<file path="src/rtl/ad_conv_sched.sv">
// rtl/ad_conv_sched.sv - round-robin scheduler for one shared serial ADC
//
// Purpose: latches per-channel sampling triggers as pending requests, grants
// them round-robin, runs CONVST / wait-BUSY / serial readout on the shared ADC
// and presents a channel-tagged sample on a valid/ready port.
//
// Ports:
//   clk, rst_n          clock, asynchronous active-low reset
//   enable              scheduler enable; low forces IDLE and drops pending
//   ad_start[NCH]       per-channel trigger, rising edge counts
//   adc_convst          ADC conversion start
//   adc_busy            ADC busy flag (clk-synchronous)
//   adc_cs_n, adc_sclk  ADC serial chip select and clock
//   adc_sdo             ADC serial data, MSB first
//   smp_valid/ready     sample handshake
//   smp_data, smp_ch    sample value and channel tag
//   ovf[NCH]            sticky per-channel overrun
//   ovf_clr             one-cycle clear of ovf and timeout_err
//   timeout_err         sticky BUSY timeout
//   sched_busy          FSM not in IDLE
module ad_conv_sched #(
   parameter int NCH      = 4,
   parameter int DATA_W   = 16,
   parameter int CONV_CYC = 4,
   parameter int SCLK_DIV = 2,
   parameter int BUSY_TO  = 1023,
   localparam int CH_W    = (NCH > 1) ? $clog2(NCH) : 1
) (
   input  logic              clk,
   input  logic              rst_n,
   input  logic              enable,
   input  logic [NCH-1:0]    ad_start,
   output logic              adc_convst,
   input  logic              adc_busy,
   output logic              adc_cs_n,
   output logic              adc_sclk,
   input  logic              adc_sdo,
   output logic              smp_valid,
   input  logic              smp_ready,
   output logic [DATA_W-1:0] smp_data,
   output logic [CH_W-1:0]   smp_ch,
   output logic [NCH-1:0]    ovf,
   input  logic              ovf_clr,
   output logic              timeout_err,
   output logic              sched_busy
);

   localparam int CNT_MAX = (BUSY_TO > CONV_CYC) ? BUSY_TO : CONV_CYC;
   localparam int CNT_W   = $clog2(CNT_MAX + 1);
   localparam int DIV_W   = (SCLK_DIV > 1) ? $clog2(SCLK_DIV) : 1;
   localparam int BIT_W   = (DATA_W > 1) ? $clog2(DATA_W) : 1;

   localparam logic [CNT_W-1:0] CONV_LAST = CNT_W'(CONV_CYC - 1);
   localparam logic [CNT_W-1:0] TO_LAST   = CNT_W'(BUSY_TO - 1);
   localparam logic [DIV_W-1:0] DIV_LAST  = DIV_W'(SCLK_DIV - 1);
   localparam logic [BIT_W-1:0] BIT_LAST  = BIT_W'(DATA_W - 1);
   localparam logic [CH_W-1:0]  CH_LAST   = CH_W'(NCH - 1);

   typedef enum logic [2:0] {
      S_IDLE = 3'd0,
      S_CONV = 3'd1,
      S_WAIT = 3'd2,
      S_READ = 3'd3,
      S_OUT  = 3'd4
   } state_t;

   state_t              r_state;
   state_t              w_state_next;

   logic [NCH-1:0]      r_ad_start_d;
   logic [NCH-1:0]      r_pending;
   logic [NCH-1:0]      r_ovf;
   logic                r_timeout;
   logic [CH_W-1:0]     r_last_grant;
   logic [CH_W-1:0]     r_ch;
   logic [CNT_W-1:0]    r_cnt;
   logic [DIV_W-1:0]    r_div;
   logic [BIT_W-1:0]    r_bit;
   logic                r_sclk;
   logic [DATA_W-1:0]   r_shift;

   logic [NCH-1:0]      w_edge;
   logic [NCH-1:0]      w_gnt_mask;
   logic [CH_W-1:0]     w_gnt_ch;
   logic                w_gnt_found;
   logic                w_grant;
   logic                w_busy_done;
   logic                w_timeout;
   logic                w_read_done;

   // Edges are ignored while disabled; the delay register keeps tracking so a
   // level held across re-enable does not fake an edge.
   assign w_edge = ad_start & ~r_ad_start_d & {NCH{enable}};

   // Round-robin search: first pass above last_grant, second pass wraps to 0.
   always_comb begin
      w_gnt_found = 1'b0;
      w_gnt_ch    = '0;
      for (int i = 0; i < NCH; i++) begin
         if (!w_gnt_found && r_pending[i] && (i > int'(r_last_grant))) begin
            w_gnt_found = 1'b1;
            w_gnt_ch    = CH_W'(i);
         end
      end
      for (int i = 0; i < NCH; i++) begin
         if (!w_gnt_found && r_pending[i]) begin
            w_gnt_found = 1'b1;
            w_gnt_ch    = CH_W'(i);
         end
      end
   end

   assign w_grant    = (r_state == S_IDLE) && enable && w_gnt_found;
   assign w_gnt_mask = w_grant ? (NCH'(1) << w_gnt_ch) : '0;

   // BUSY is not trusted on the first WAIT cycle (r_cnt == 0); it may still
   // reflect the state before CONVST took effect.
   assign w_busy_done = (r_state == S_WAIT) && (r_cnt != '0) && !adc_busy;
   assign w_timeout   = (r_state == S_WAIT) && enable && !w_busy_done
                        && (r_cnt == TO_LAST);
   // Readout ends at the close of the last high half-period.
   assign w_read_done = (r_state == S_READ) && r_sclk && (r_div == DIV_LAST)
                        && (r_bit == BIT_LAST);

   // State register
   always_ff @(posedge clk or negedge rst_n) begin
      if (!rst_n) begin
         r_state <= S_IDLE;
      end else begin
         r_state <= w_state_next;
      end
   end

   // Next-state logic
   always_comb begin
      w_state_next = r_state;
      case (r_state)
         S_IDLE: if (w_grant) w_state_next = S_CONV;
         S_CONV: if (r_cnt == CONV_LAST) w_state_next = S_WAIT;
         S_WAIT: begin
            if (w_busy_done)    w_state_next = S_READ;
            else if (w_timeout) w_state_next = S_IDLE;
         end
         S_READ: if (w_read_done) w_state_next = S_OUT;
         S_OUT:  if (smp_ready) w_state_next = S_IDLE;
         default: w_state_next = S_IDLE;
      endcase
      if (!enable) w_state_next = S_IDLE;
   end

   // Output decode
   always_comb begin
      adc_convst = 1'b0;
      adc_cs_n   = 1'b1;
      smp_valid  = 1'b0;
      sched_busy = 1'b0;
      case (r_state)
         S_CONV: begin
            adc_convst = 1'b1;
            sched_busy = 1'b1;
         end
         S_WAIT: sched_busy = 1'b1;
         S_READ: begin
            adc_cs_n   = 1'b0;
            sched_busy = 1'b1;
         end
         S_OUT: begin
            smp_valid  = 1'b1;
            sched_busy = 1'b1;
         end
         default: ;
      endcase
   end

   assign adc_sclk    = r_sclk;
   assign smp_data    = r_shift;
   assign smp_ch      = r_ch;
   assign ovf         = r_ovf;
   assign timeout_err = r_timeout;

   // Request, flag and datapath registers
   always_ff @(posedge clk or negedge rst_n) begin
      if (!rst_n) begin
         r_ad_start_d <= '0;
         r_pending    <= '0;
         r_ovf        <= '0;
         r_timeout    <= 1'b0;
         r_last_grant <= CH_LAST;
         r_ch         <= '0;
         r_cnt        <= '0;
         r_div        <= '0;
         r_bit        <= '0;
         r_sclk       <= 1'b0;
         r_shift      <= '0;
      end else begin
         r_ad_start_d <= ad_start;

         // A set on the granted channel wins over the grant's clear.
         if (!enable) begin
            r_pending <= '0;
         end else begin
            r_pending <= (r_pending & ~w_gnt_mask) | w_edge;
         end

         // A channel being granted this cycle is entering service, so its
         // new edge is a fresh request rather than an overrun.
         r_ovf     <= (ovf_clr ? '0 : r_ovf) | (w_edge & r_pending & ~w_gnt_mask);
         r_timeout <= (r_timeout & ~ovf_clr) | w_timeout;

         if (w_grant) begin
            r_last_grant <= w_gnt_ch;
            r_ch         <= w_gnt_ch;
         end else if (!enable) begin
            r_ch <= '0;
         end

         // Shared counter: CONVST length in CONV, BUSY timer in WAIT.
         if (((r_state == S_CONV) || (r_state == S_WAIT)) && (w_state_next == r_state)) begin
            r_cnt <= r_cnt + CNT_W'(1);
         end else begin
            r_cnt <= '0;
         end

         if ((r_state == S_READ) && (w_state_next == S_READ)) begin
            if (r_div == DIV_LAST) begin
               r_div  <= '0;
               r_sclk <= ~r_sclk;
               if (r_sclk) begin
                  r_bit <= r_bit + BIT_W'(1);
               end else begin
                  r_shift <= DATA_W'({r_shift, adc_sdo});
               end
            end else begin
               r_div <= r_div + DIV_W'(1);
            end
         end else begin
            r_div  <= '0;
            r_bit  <= '0;
            r_sclk <= 1'b0;
         end

         if (!enable) begin
            r_shift <= '0;
         end
      end
   end

endmodule
</file>
<file path="config.mk">
export PLATFORM = sky130hd
export DESIGN_NAME = ad_conv_sched
export DESIGN_NICKNAME = d
export VERILOG_FILES = /design/src/rtl/ad_conv_sched.sv
export SDC_FILE = /design/constraint.sdc
export NUM_CORES = 1
export LEC_CHECK = 0
export ABC_AREA = 1
export BUFFER_PORTS_ARGS = -buffer_cell sky130_fd_sc_hd__buf_2
export CAP_MARGIN = 30
export CORE_MARGIN = 1.5
export CORE_UTILIZATION = 59
export CTS_BUF_LIST = sky130_fd_sc_hd__clkbuf_2 sky130_fd_sc_hd__clkbuf_4 sky130_fd_sc_hd__clkbuf_8
export DETAILED_ROUTE_END_ITERATION = 12
export GPL_ROUTABILITY_DRIVEN = 0
export PLACE_DENSITY = 0.82
export SLEW_MARGIN = 5
export SYNTH_ARGS = -nofsm -noshare
export SYNTH_HDL_FRONTEND = slang
export SYNTH_SLANG_ARGS = --single-unit
</file>
<file path="constraint.sdc">
create_clock -name clk -period 1.8 [get_ports clk]
set_input_delay 0.27 -clock clk [delete_from_list [all_inputs] [get_ports clk]]
set_output_delay 0.27 -clock clk [all_outputs]
set_load 0.1 [all_outputs]
</file>
-- After elaboration in Yosys (flattened, before gate mapping)
Cells that the tools add are included.
- reduce and logical (&&, ||, !) cells: 35
- bitwise operators: 13
- order comparisons: 3
- add/subtract/negate cells: 3
- multiplexer cells: 43
- equality and inequality tests: 15
- shift-type cells: 1
- operators by type and width (kind ; number):
    16-bit two-way mux ; 4
    4-bit two-way mux ; 6
    1-bit logical AND ; 21
    3-bit two-way mux ; 7
    4-bit bitwise AND ; 5
    1-bit two-way mux ; 16
    2-bit two-way mux ; 8
    3-bit case mux with 5 select lines ; 1
    10-bit by 1-bit adder with 10-bit output, second input constant ; 1
    10-bit == test, second input constant ; 1
    10-bit by 2-bit == test with 1-bit output, second input constant ; 1
    10-bit two-way mux ; 1
    10-bit nonzero test ; 1
    3-bit by 2-bit == test with 1-bit output, second input constant ; 3
    1-bit logical NOT ; 8
    4-bit NOT ; 2
    4-bit bitwise OR ; 2
    2-bit by 1-bit != test with 1-bit output, second input constant ; 3
    2-bit != test, second input constant ; 3
    4-bit by 1-bit adder with 4-bit output, second input constant ; 1
    4-bit == test, second input constant ; 1
    2-bit > comparator, first input constant ; 2
    4-bit OR reduction ; 1
    1-bit by 2-bit << shifter with 4-bit output, first input constant ; 1
    12 further kinds ; 13
- input port bits: 11
- logic and storage cells: 125
- register bits after elaboration: 52

-- Logic depth before layout (Yosys ltp)
- depth in word-level cells: 31
- gate-level depth with buffers: 13
- depth with buffers taken out: 13

-- Worst setup path before layout
OpenSTA, ideal clock, no wires.
- path type: reg-to-output
- from: reg r_state[1]
- to: out sched_busy
- arrival: 2.770 ns
- cell stages (with the launch flop): 4
- slack: -1.240 ns
- buffers on the path: 0
- cell sequence: dfrtp_1 nor3_2 inv_1 nand4_1
- cells in the longest elaborated chain, start to end: 3
- elaborated cells between the ends (all ways): 6
- those cells by class: eq/ne (4); mux (1); reduce/logical (1)
- ends and longest elaborated chain (element ; RTL line ; RTL):
    start, declared ; 67 ; state_t r_state;
    start signal, assigned ; 130 ; r_state <= w_state_next;
    3-bit by 1-bit == test with 1-bit output (tied with other cells) ; 157 ; case (r_state)
    4-bit OR reduction (no line) * ; -- ;
    1-bit two-way mux * ; 157 ;
    end, declared ; 45 ; output logic sched_busy
Mark *: on every way between the ends. The rest lies on a longest branch, timed or not.

-- Worst setup path in the final report
- from: reg r_cnt[2]
- to: reg r_shift[15] (netlist: smp_data[15])
- cells in the longest elaborated chain, start to end: 14
- elaborated cells between the ends (all ways): 17
- those cells by class: eq/ne (4); mux (5); reduce/logical (8)
- ends and longest elaborated chain (element ; RTL line ; RTL):
    start, declared ; 76 ; logic [CNT_W-1:0] r_cnt;
    start signal, assigned ; 219 ; r_cnt <= r_cnt + CNT_W'(1);
    10-bit nonzero test ; 118 ; assign w_busy_done = (r_state == S_WAIT) && (r_cnt != '0) && !adc_busy;
    1-bit logical AND (2 in a row) ; 118 ;
    1-bit logical NOT ; 119 ; assign w_timeout = (r_state == S_WAIT) && enable && !w_busy_done
    1-bit logical AND ; 119 ;
    1-bit logical AND ; 120 ; && (r_cnt == TO_LAST);
    3-bit two-way mux ; 142 ; else if (w_timeout) w_state_next = S_IDLE;
    3-bit two-way mux ; 141 ; if (w_busy_done) w_state_next = S_READ;
    3-bit case mux with 5 select lines * ; 137 ; case (r_state)
    3-bit two-way mux * ; 148 ; if (!enable) w_state_next = S_IDLE;
    3-bit by 2-bit == test with 1-bit output * ; 224 ; if ((r_state == S_READ) && (w_state_next == S_READ)) begin
    1-bit logical AND * ; 224 ;
    2-bit by 1-bit != test with 1-bit output (no line) * ; -- ;
    3-bit AND reduction (no line) * ; -- ;
    end signal, assigned ; 231 ; r_shift <= DATA_W'({r_shift, adc_sdo});
    end, declared ; 80 ; logic [DATA_W-1:0] r_shift;
Marks and branches as above.
A chain may end at the register's enable or synchronous reset.

==> impl_metrics.py <==
metrics = {
    "die": {
        "fp-row-count": 24,
        "ios": 39,
        "initial_core_util_pct": 61.7,
        "die_h_um": 70.7,
        "die_w_um": 70.7,
        "die_area_um2": 5000,
        "core_um2": 4380,
    },
    "timing": {
        "hold_viol": 0,
        "min_period_ns": 1.95,
        "relSlewSlack_pct": 63.1,
        "grt_setup_unrepaired": "true",
        "worst_slack_ns": -0.154,
        "setup_viol": 32,
        "fin_setup_tns_ns": -3.35,
        "tightest_slew_ns": 0.549,
        "slew_viol_final": 0,
        "hold_slack_ns": 0.0726,
        "finalClockSkew_ns": 0.00565,
        "max_freq_mhz": 512,
        "finalCritPeriodShare_pct": 109,
    },
    "worst_hold_path": {
        "holdPathStages": 1,
        "min_delay_worst_endpoint": "r_ad_start_d[1]",
        "holdCritStartpoint": "ad_start[1]",
        "hold_class": "in -> reg",
    },
    "synthesis": {
        "syn_nets": 309,
        "synth_area_per_cell_um2": 9.21,
        "syn_inst": 294,
        "ys.warnings.count": 0,
        "ys_seq_area_share_pct": 48.2,
        "yosysUniqueCellTypes": 31,
        "ys_ff_latch": 52,
        "synth_area_um2": 2710,
    },
    "setup_path": {
        "critPathLaunchType": "register",
        "endpoint_kind": "register",
        "path_cells": "nor2_2 > inv_1 > nor2_1 > nand3_1 > nand2_2 > o21ai_4 > nor2_4 > nand2_8 > buf_12 > nand3_2 > o21ai_2",
        "reg2reg_to": "smp_data[15]",
        "cp.buffers_inverters": 2,
        "cp_data_arrival_time_ns": 2.16,
        "slowest_stage": "dfrtp_1",
        "required_ns": 2.01,
        "cp_max_fo": 8,
        "crit_type": "reg -> reg",
        "r2r_slack_ns": -0.15,
        "timing.rr.start": "r_cnt[2]",
        "critPathTopFamily": "simple AND/OR/NAND/NOR gates",
        "reg2reg_depth": 11,
        "cpPeakStageDelay_ns": 0.43,
    },
    "finish": {
        "multi_input_area_um2": 1420,
        "final_common_cell": "nand2_1",
        "n_fill_cell": 251,
        "nNetsFinal": 391,
        "regArea_um2": 1310,
        "drive_above_1_share_pct": 48.8,
        "fin_cells": 429,
        "final_cell_mix": "56 x nand2_1, 48 x dfrtp_1, 34 x buf_2, 32 x buf_4, 22 x inv_1",
        "insertedDiodeCount": 0,
        "syn_to_final_growth_pct": 35.3,
    },
    "clock_tree": {
        "cts_root_buffer": "clkbuf_8",
        "cts_max_level": 2,
        "cts_buffers": 5,
        "clk_latency_ns": 0.31,
        "clk_path_buf_depth": 2,
        "cts_tree": "yes",
        "path_clk_slew_ns": 0.10,
        "cts.sinks": 52,
    },
    "job": {
        "maxCapViolations": 0,
    },
    "placed_design": {
        "dpl.cell_count": 394,
        "port_buffers": 38,
        "dp_hpwl_um": 3790,
    },
    "power": {
        "power_uw": 2790,
        "p_per_area_nw_per_um2": 762,
        "p_leak_uw": 0.00173,
        "vdd.ir_drop.worst_v": 0.000495,
    },
    "drt": {
        "vias_per_cell": 5.67,
        "wirelength_um": 7550,
        "dr.pass1.iters": 4,
        "drt-initial-drc-count": 228,
        "wire_per_inst_um": 17.6,
        "ant_nets": 0,
        "drc": 0,
        "vias": 2434,
    },
    "global_routing": {
        "antenna_found_initial": 0,
        "grt_pass1_wl_um": 9900,
        "grt_pass1_vias": 2177,
        "grt_max_degree": 39,
        "grt_overflow": 0,
        "track_usage_pct": 24.9,
    },
    "run_status": {
        "status": "complete, but fails checks",
        "violations": "setup timing",
    },
}
-- repair_timing --
action                                 4_1_cts  5_1_grt
setup endpoints to repair                   27       44
hold buffers                                 1        0
gates resized for setup                     11       41
endpoints found under the hold margin       18        0
setup buffers                               11       16
cloned                                       3        0
pin swaps                                    7       20
-- where the power goes --
group | total (uW) | internal, uW | switching (uW)
Combinational | 682 | 204 | 478
Clock | 826 | 428 | 397
Sequential | 1280 | 1240 | 39.1
Total | 2790 | 1880 | 914
-- sequential cells by signal, summed over array words and instances (netlist names), 2 cells and up --
register,cells
ovf,4
r_bit,4
smp_data,16
smp_ch,2
r_state,3
r_ad_start_d,4
r_pending,4
r_cnt,10
r_last_grant,2
-- synthesized netlist by cell type --
master / instances / area, um^2
nand2_2: 4 / 25.0
ha_1: 4 / 50.1
nor2_2: 15 / 93.8
nor2_4: 2 / 22.5
a21oi_1: 3 / 15.0
a21o_1: 1 / 7.51
a21boi_0: 1 / 7.51
inv_2: 3 / 11.3
inv_1: 25 / 93.8
clkbuf_8: 2 / 27.5
nand2_4: 2 / 22.5
nand4_1: 4 / 25.0
buf_2: 1 / 5.00
or2_2: 1 / 6.26
nand3_1: 16 / 80.1
nor2_1: 24 / 90.1
o21ai_0: 12 / 60.1
nand3_2: 15 / 150
nor3_2: 2 / 20.0
clkinv_2: 1 / 5.00
xnor2_1: 3 / 26.3
nand2_1: 65 / 244
dfstp_2: 2 / 52.6
nor4_1: 1 / 6.26
o21ai_2: 18 / 158
dfrtp_1: 50 / 1250
nand3_4: 1 / 17.5
a22o_2: 1 / 10.0
nor3_1: 5 / 25.0
xor2_1: 6 / 52.6
buf_6: 4 / 45.0
-- stage by stage --
step	worst slack (ns)	util, %	area (um^2)
floorplan	-0.678	-	2740
CTS	-0.0392	77.9	3420
detailed placement	-0.0377	70.9	3110
global placement	0.0450	70.9	3110
global route	-0.252	83.5	3660
finish	-0.154	83.5	3660
-- final cells by class --
type / count / share of cell area [%]
multi-input cells: 207 / 38.9
inverters: 29 / 3.18
clock buffers: 6 / 2.08
repair buffers: 81 / 17.5
clock inverters: 2 / 0.957
well taps: 52 / 1.78
flip-flops and latches: 52 / 35.7
-- metal layers --
layer  vias to the layer above  track usage, %  share of wire, %  routed length (um)
met5                         -               0                 0                   0
met4                         0            9.85               4.2                 316
met3                        31            5.41               4.0                 304
met2                        91            42.2                54                4100
met1                      1204            31.4                38                2840
li1                       1108               -                 -                   -
-- worst max path at each step --
stage          slack (ns)       start           end  cells after the start
2_1_floorplan       -0.68  r_state[1]    sched_busy                      3
4_1_cts             -0.04    r_cnt[0]   smp_data[8]                     13
3_5_place_dp        -0.04    r_cnt[0]   smp_data[5]                     13
5_1_grt             -0.25    r_cnt[3]  smp_data[15]                     11
6_report            -0.15    r_cnt[2]  smp_data[15]                     11
3_3_place_gp         0.05    r_cnt[1]   smp_data[3]                     11
-- cells by family after synthesis --
group           share of synthesized area (%)
xor+xnor                                 2.91
compound gates                           9.52
simple gates                             30.6
fa+ha+maj                                1.85
flops                                    48.2
buf+inv                                  6.93
No activity file was read; power rests on OpenSTA's default activity.
